File: src/rtl/nibble_serial_adder_pkg.sv
// Shared definitions for the nibble-serial adder.
//   state_e  : controller states (IDLE / RUN / DONE)
//   NIBBLE_W : bits processed per clock by the lookahead slice
//   clog2_f  : ceiling log2, used to size the nibble counter
package nibble_serial_adder_pkg;

    localparam int unsigned NIBBLE_W = 4;

    typedef enum logic [1:0] {
        IDLE = 2'd0,
        RUN  = 2'd1,
        DONE = 2'd2
    } state_e;

    // Returns at least 1 so a counter declared from it always has a bit.
    function automatic int unsigned clog2_f(input int unsigned n);
        int unsigned r;
        int unsigned v;
        r = 0;
        v = 1;
        while (v < n) begin
            v = v << 1;
            r = r + 1;
        end
        if (r == 0) begin
            r = 1;
        end
        return r;
    endfunction

endpackage

File: src/rtl/nibble_serial_adder_cla4.sv
// 4-bit carry-lookahead slice, purely combinational.
// Ports:
//   i_a, i_b [3:0] : operand nibbles
//   i_ci           : carry into bit 0
//   o_s [3:0]      : sum nibble
//   o_c3           : carry into bit 3 (needed for signed overflow)
//   o_c4           : carry out of bit 3
module cla4_slice (
    input  logic [3:0] i_a,
    input  logic [3:0] i_b,
    input  logic       i_ci,
    output logic [3:0] o_s,
    output logic       o_c3,
    output logic       o_c4
);

    logic [3:0] w_g;
    logic [3:0] w_p;
    logic       w_c1;
    logic       w_c2;

    assign w_g = i_a & i_b;
    assign w_p = i_a ^ i_b;

    // Fully expanded lookahead terms; no carry ripples between bits.
    assign w_c1 = w_g[0] | (w_p[0] & i_ci);
    assign w_c2 = w_g[1] | (w_p[1] & w_g[0]) | (w_p[1] & w_p[0] & i_ci);
    assign o_c3 = w_g[2] | (w_p[2] & w_g[1]) | (w_p[2] & w_p[1] & w_g[0])
                | (w_p[2] & w_p[1] & w_p[0] & i_ci);
    assign o_c4 = w_g[3] | (w_p[3] & w_g[2]) | (w_p[3] & w_p[2] & w_g[1])
                | (w_p[3] & w_p[2] & w_p[1] & w_g[0])
                | (w_p[3] & w_p[2] & w_p[1] & w_p[0] & i_ci);

    assign o_s = w_p ^ {o_c3, w_c2, w_c1, i_ci};

endmodule

File: src/rtl/nibble_serial_adder.sv
// Multi-cycle WIDTH-bit adder: one 4-bit lookahead slice per clock, carry
// registered between nibbles. Upstream and downstream valid/ready handshakes.
// Ports:
//   clk, rst_n          : clock (rising edge), async active-low reset
//   in_valid / in_ready : operand handshake (a, b, cin)
//   out_valid/out_ready : result handshake (sum, cout, ovf)
//   sum  : a + b + cin modulo 2^WIDTH
//   cout : carry out of bit WIDTH-1
//   ovf  : signed overflow (carry into MSB xor carry out of MSB)
module nibble_serial_adder
    import nibble_serial_adder_pkg::*;
#(
    parameter int unsigned WIDTH = 16
) (
    input  logic             clk,
    input  logic             rst_n,
    input  logic             in_valid,
    output logic             in_ready,
    input  logic [WIDTH-1:0] a,
    input  logic [WIDTH-1:0] b,
    input  logic             cin,
    output logic             out_valid,
    input  logic             out_ready,
    output logic [WIDTH-1:0] sum,
    output logic             cout,
    output logic             ovf
);

    localparam int unsigned NIB   = WIDTH / NIBBLE_W;
    localparam int unsigned CNT_W = clog2_f(NIB);

    state_e             r_state;
    state_e             w_state_next;
    logic [WIDTH-1:0]   r_a;
    logic [WIDTH-1:0]   r_b;
    logic [WIDTH-1:0]   r_result;
    logic               r_carry;
    logic               r_ovf;
    logic [CNT_W-1:0]   r_cnt;
    logic               w_last;
    logic [3:0]         w_s;
    logic               w_c3;
    logic               w_c4;

    assign w_last = (r_cnt == CNT_W'(NIB - 1));

    cla4_slice u_slice (
        .i_a  (r_a[3:0]),
        .i_b  (r_b[3:0]),
        .i_ci (r_carry),
        .o_s  (w_s),
        .o_c3 (w_c3),
        .o_c4 (w_c4)
    );

    always_ff @(posedge clk or negedge rst_n) begin
        if (!rst_n) begin
            r_state <= IDLE;
        end else begin
            r_state <= w_state_next;
        end
    end

    always_comb begin
        w_state_next = r_state;
        in_ready     = 1'b0;
        out_valid    = 1'b0;
        unique case (r_state)
            IDLE: begin
                in_ready = 1'b1;
                if (in_valid) begin
                    w_state_next = RUN;
                end
            end
            RUN: begin
                if (w_last) begin
                    w_state_next = DONE;
                end
            end
            DONE: begin
                out_valid = 1'b1;
                if (out_ready) begin
                    w_state_next = IDLE;
                end
            end
            default: w_state_next = IDLE;
        endcase
    end

    always_ff @(posedge clk or negedge rst_n) begin
        if (!rst_n) begin
            r_a      <= '0;
            r_b      <= '0;
            r_result <= '0;
            r_carry  <= 1'b0;
            r_ovf    <= 1'b0;
            r_cnt    <= '0;
        end else begin
            case (r_state)
                IDLE: begin
                    if (in_valid) begin
                        r_a     <= a;
                        r_b     <= b;
                        r_carry <= cin;
                        r_cnt   <= '0;
                    end
                end
                RUN: begin
                    // Sum nibbles enter at the top so the LSB nibble ends at bit 0.
                    r_result <= {w_s, r_result[WIDTH-1:NIBBLE_W]};
                    r_carry  <= w_c4;
                    r_a      <= r_a >> NIBBLE_W;
                    r_b      <= r_b >> NIBBLE_W;
                    if (w_last) begin
                        r_ovf <= w_c3 ^ w_c4;
                    end else begin
                        r_cnt <= r_cnt + 1'b1;
                    end
                end
                default: ;
            endcase
        end
    end

    assign sum  = r_result;
    assign cout = r_carry;
    assign ovf  = r_ovf;

endmodule

File: config.mk
export PLATFORM = sky130hd
export DESIGN_NAME = nibble_serial_adder
export DESIGN_NICKNAME = d
export VERILOG_FILES = /design/src/rtl/nibble_serial_adder_pkg.sv /design/src/rtl/nibble_serial_adder_cla4.sv /design/src/rtl/nibble_serial_adder.sv
export SDC_FILE = /design/constraint.sdc
export NUM_CORES = 1
export LEC_CHECK = 0
export ABC_CLOCK_PERIOD_IN_PS = 2900
export CELL_PAD_IN_SITES_DETAIL_PLACEMENT = 1
export CELL_PAD_IN_SITES_GLOBAL_PLACEMENT = 1
export CORE_ASPECT_RATIO = 0.7
export CORE_MARGIN = 1.5
export CORE_UTILIZATION = 40
export DETAILED_ROUTE_END_ITERATION = 8
export GPL_ROUTABILITY_DRIVEN = 0
export MAX_ROUTING_LAYER = met4
export PLACE_DENSITY_LB_ADDON = 0.1
export SYNTH_ARGS = -nofsm -noshare
export SYNTH_HDL_FRONTEND = slang
export SYNTH_HIERARCHICAL = 1
export SYNTH_SLANG_ARGS = --single-unit
File: constraint.sdc
create_clock -name clk -period 2.9 [get_ports clk]
set_clock_uncertainty 0.1 [all_clocks]
set_input_delay 0.435 -clock clk [delete_from_list [all_inputs] [get_ports clk]]
set_output_delay 0.435 -clock clk [all_outputs]
set_load 0.02 [all_outputs]
* Word-level counts from Yosys, hierarchy flattened
Index checks and enable logic that the tools add are counted.
Operators by class: reduce and logical (&&, ||, !) cells 6, eq/ne operators 7, bitwise logic cells 30, add/sub/neg operators 1, mux-type cells 15
Operator list (number):
- one-hot mux 16 bit (2 select lines) | 2
- 2-to-1 mux 16 bit | 2
- bitwise AND 1 bit | 16
- 2-to-1 mux 2 bit | 5
- OR 1 bit | 10
- != test 2 bit (second input constant) | 4
- XOR 4 bit | 2
- one-hot mux 2 bit (3 select lines) | 1
- AND reduction 3 bit | 2
- bitwise AND 4 bit | 1
- == test 2 bit (second input constant) | 2
- one-hot mux 2 bit (2 select lines) | 1
- AND reduction 2 bit | 2
- 2-to-1 mux 1 bit | 3
- adder 2 x 1 -> 2 bit (second input constant) | 1
- == test 2 x 1 -> 1 bit (second input constant) | 1
- zero test 2 bit | 1
- one-hot mux 1 bit (2 select lines) | 1
- nonzero test 2 bit | 1
- XOR 1 bit | 1
Word-level totals: logic and storage cells 66, output and inout bits 20, bits of input ports 37, register bits 54

* Depth between registers and ports, before layout
depth after elaboration 7, gate-level depth with buffers 6

* Modules after synthesis
The synthesis kept the hierarchy.
By module, submodules not included:
- nibble_serial_adder | area an instance 2284.7 sq um, cells each 231, seq. area each 1351.3 sq um, instances 1
- cla4_slice | area an instance 155.1 sq um, cells each 18, seq. area each 0.0 sq um, instances 1

* Worst setup path after synthesis
Ideal clock, no wire load.
path kind flip-flop to flip-flop, from reg r_a[0], to reg r_ovf (netlist: ovf), stages on the path, launching flop included 7, setup slack 1.000 ns, arrival 1.675 ns, library setup time 0.125 ns, data required time 2.675 ns, cells stage by stage dfrtp_1 -> ha_1 -> a211oi_2 -> o21bai_2 -> a21o_1 -> xor2_1 -> mux2_4
On the way: cells in the longest elaborated chain, start to end 5
RTL lines:
- start: declaration | RTL line nibble_serial_adder.sv:34 | logic [WIDTH-1:0] r_a;
- start signal: assignment | RTL line nibble_serial_adder.sv:112 | r_a <= r_a >> NIBBLE_W;
- bitwise AND 4 bit or XOR 4 bit (tied branches) | RTL line nibble_serial_adder_cla4.sv:22, nibble_serial_adder_cla4.sv:23
- bitwise AND 1 bit, on equally long branches | RTL line nibble_serial_adder_cla4.sv:28, nibble_serial_adder_cla4.sv:29
- OR 1 bit or bitwise AND 1 bit (tied branches) | RTL line nibble_serial_adder_cla4.sv:28, nibble_serial_adder_cla4.sv:29
- OR 1 bit * | RTL line nibble_serial_adder_cla4.sv:29 | | (w_p[2] & w_p[1] & w_p[0] & i_ci);
- named net w_c3 | RTL line nibble_serial_adder.sv:42 | logic w_c3;
- XOR 1 bit * | RTL line nibble_serial_adder.sv:115 | r_ovf <= w_c3 ^ w_c4;
- end signal: assignment | RTL line nibble_serial_adder.sv:115
- end: declaration | RTL line nibble_serial_adder.sv:38 | logic r_ovf;
Mark *: on every way through the listed nets, which the timed path passes. The rest lies on a longest branch. A chain may end at the register's enable or synchronous reset.

* Worst setup path in the final report
from reg r_state[1], to out out_valid
On the way: cells in the longest elaborated chain, start to end 2
RTL lines:
- start: declaration | RTL line nibble_serial_adder.sv:32 | state_e r_state;
- start signal: assignment | RTL line nibble_serial_adder.sv:60 | r_state <= w_state_next;
- == test 2 bit | RTL line nibble_serial_adder.sv:68 | unique case (r_state)
- 2-to-1 mux 1 bit | RTL line nibble_serial_adder.sv:68
- end: declaration | RTL line nibble_serial_adder.sv:22 | output logic out_valid,
Every way passes these cells.

==> impl_metrics.py <==
metrics = {
    "synthesis": {
        "yosys.area_share.xor_xnor_pct": 1.436,
        "seq_area_frac_synth_pct": 55.38,
        "syn_nets": 292,
        "synth_seq_cells": 54,
        "yosysUniqueCellTypes": 33,
        "netlist_area_um2": 2440,
        "synth_cells": 249,
        "yosys_warnings": 6,
        "synth_top_family_by_area": "compound AO/OA/AOI/OAI gates",
        "avgSynthCellArea_um2": 9.799,
        "yosys.area_share.simple_pct": 14.00,
        "synth.area.mux_share_pct": 0.6154,
        "synth_compound_area_share_pct": 21.08,
        "synthAdderAreaFrac_pct": 3.385,
    },
    "worst_setup_path": {
        "timing.rr.end": "ovf",
        "reg2reg_from": "r_a[0]",
        "end_kind": "output pin",
        "path_max_fanout": 24,
        "crit_type": "register to output pin",
        "critical-path-top-delay-family": "buffers and inverters",
        "slowest_delay_ps": 610,
        "cp_data_required_time_ps": 2370,
        "cp_data_arrival_time_ps": 1950,
        "critPathSlowestCell": "clkdlybuf4s50_1",
        "r2r_slack_ps": 850,
        "reg2regPathDepth": 6,
        "path_buf_inv": 2,
        "crit_path_cell_trace": "inv_2, nor2_1, clkdlybuf4s50_1",
        "start_kind": "register",
    },
    "clock_tree": {
        "cts_root_buffer": "clkbuf_8",
        "cts_max_level": 2,
        "cts_tree": "built",
        "clk_pin_slew_ps": 100,
        "hold_buffers": 0,
        "clock_path_buffers": 2,
        "clock-sinks": 54,
        "clkLatencyLatePin_ps": 300,
        "cts_made_buffers": 5,
        "ctsResizeCount": 0,
        "post_cts_buffers": 0,
    },
    "final_layout": {
        "final_cell_area_um2": 3133,
        "fin_nets": 343,
        "antenna_cells": 0,
        "final_core_util_pct": 53.90,
        "area_growth_pct": 28.41,
        "nFillCells": 677,
        "drive_gt1_share_pct": 7.309,
    },
    "power": {
        "p_leak_nw": 1.386,
        "max-vdd-ir-drop_mv": 0.4214,
        "power_density_nw_per_um2": 1178,
    },
    "timing": {
        "max_slew_margin_pct": 33.19,
        "fmax_ghz": 0.4018,
        "finalSetupViolations": 0,
        "worstMarginPinSlew_ps": 1002,
        "timing.final.crit_share_pct": 85.83,
        "maxSlewViolCount": 0,
        "period_needed_ps": 2489,
        "rsz0062_at_grt": "false",
        "worst_hold_slack_ps": 147.5,
        "finalSetupTns_ps": 0,
        "final_hold_viol_count": 0,
    },
    "grt": {
        "antenna_found_initial": 0,
        "overflow": 0,
        "grt_pass1_vias": 2049,
        "grt_pass1_wl_um": 10160,
        "grt_max_degree": 55,
        "grt.total_usage_pct": 21.22,
    },
    "min_path": {
        "hp-class": "input pin to async pin",
    },
    "die": {
        "io_pins": 57,
        "fp.dieArea_um2": 6585,
        "die_h_um": 68.35,
        "core_um2": 5813,
        "die_w_um": 96.35,
        "initial_utilization_pct": 41.97,
        "placementRows": 23,
    },
    "placement": {
        "portBuffers": 56,
        "place_area_um2": 3042,
        "dp_hpwl_um": 4444,
    },
    "detailed_routing": {
        "final_antenna_net_count": 0,
        "drtIter0Drc": 118,
        "first_pass_iters": 4,
        "remaining_drc_errors": 0,
        "num_vias": 2024,
        "via_per_inst": 5.383,
        "wl_um": 6363,
        "wire_per_inst_um": 16.92,
    },
    "status": {
        "status": "finished clean",
    },
    "flow_run": {
        "drv_cap": 0,
    },
}
## registers in the layout, indices dropped and copies added, names as in the netlist
signal,cells
r_b,16
cout,1
r_state,2
r_a,16
ovf,1
sum,16
r_cnt,2
## logic make-up (layout without fill, tap and decap cells)
kind of cell    after synthesis  count (layout)
fa+ha+maj                     6               6
mux                           1               1
xor+xnor                      4               4
buf+inv                      22              74
compound gates               80              80
flops                        54              54
simple gates                 82              82
## per-layer routing
layer | GRT usage, % | wire length, µm
met4 | 3.804 | 24
met3 | 4.000 | 259
met5 | - | 0
met1 | 29.89 | 3261
met2 | 32.39 | 2818
## through the flow
stage                     worst slack [ps]  std cells  power [W]
final                                410.9        376   0.003690
after global routing                 293.9        376   0.004016
after CTS                            399.3        376   0.003727
after detailed placement             693.0        368   0.003286
after global placement               702.7        368   0.003208
after floorplan                       1000        249   0.002631
## where the power goes
part           total [W]  leakage, nW  internal (W)  switching [W]
Sequential       0.00141        0.658       0.00111       0.000295
Clock           0.000433       0.0482      0.000193       0.000240
Combinational    0.00185        0.680      0.000818        0.00103
## cells in the mapped netlist
cell,n,area (µm²)
o21ai_1,1,5.000
ha_1,5,62.56
o22ai_1,31,193.9
o2bb2ai_1,2,17.52
a32o_1,1,10.01
a21o_1,1,7.510
nor2b_1,2,12.51
inv_2,1,3.750
fa_1,1,20.02
xor2_1,3,26.28
a211oi_2,1,12.51
buf_2,11,55.05
nand2_1,52,195.2
a22o_1,3,26.28
nor2_1,18,67.56
buf_4,1,7.510
o21bai_2,1,11.26
a22oi_1,1,7.510
nor3_1,1,5.000
clkbuf_1,3,11.26
mux2_4,1,15.01
a21oi_1,23,115.1
inv_1,5,18.77
o21ai_0,9,45.04
nand2_2,1,6.260
xnor2_1,1,8.760
o21ba_2,1,10.01
buf_1,1,3.750
o31ai_1,1,7.510
nand3b_1,4,30.03
o221a_2,4,45.04
nand2b_1,4,25.02
dfrtp_1,54,1351
## cells in the final DEF, fill, tap and decap left out, drive strengths merged, types with 2 or more instances in the layout
cell type and n:
clkbuf 7, o2bb2ai 2, xor2 3, o21ai 10
nor2 18, nor2b 2, o22ai 31, nand2 53
o221a 4, clkdlybuf4s50 55, a22o 3, ha 5
a21oi 23, buf 5, nand2b 4, inv 6
dfrtp 54, nand3b 4
## worst max-delay path by stage
stage / startpoint / endpoint / slack [ps] / cells past startpoint
finish: r_state[1] / out_valid / 410 / 3
global placement: in_valid / r_a[14] / 700 / 5
floorplan: r_a[0] / ovf / 1000 / 6
global route: r_state[1] / out_valid / 290 / 3
CTS: r_state[1] / out_valid / 400 / 3
detailed placement: in_valid / r_a[14] / 690 / 5
## final cells by class
| class | instances | area (µm²) | area share (%) |
|---|---|---|---|
| clock inverter | 1 | 5.005 | 0.1597 |
| inverter | 6 | 22.52 | 0.7189 |
| timing repair buffer | 60 | 585.6 | 18.69 |
| clock buffer | 7 | 86.33 | 2.756 |
| sequential | 54 | 1351 | 43.13 |
| multi-input combinational | 173 | 988.4 | 31.55 |
| tap | 75 | 93.84 | 2.995 |
(Power assumes the default switching activity.)
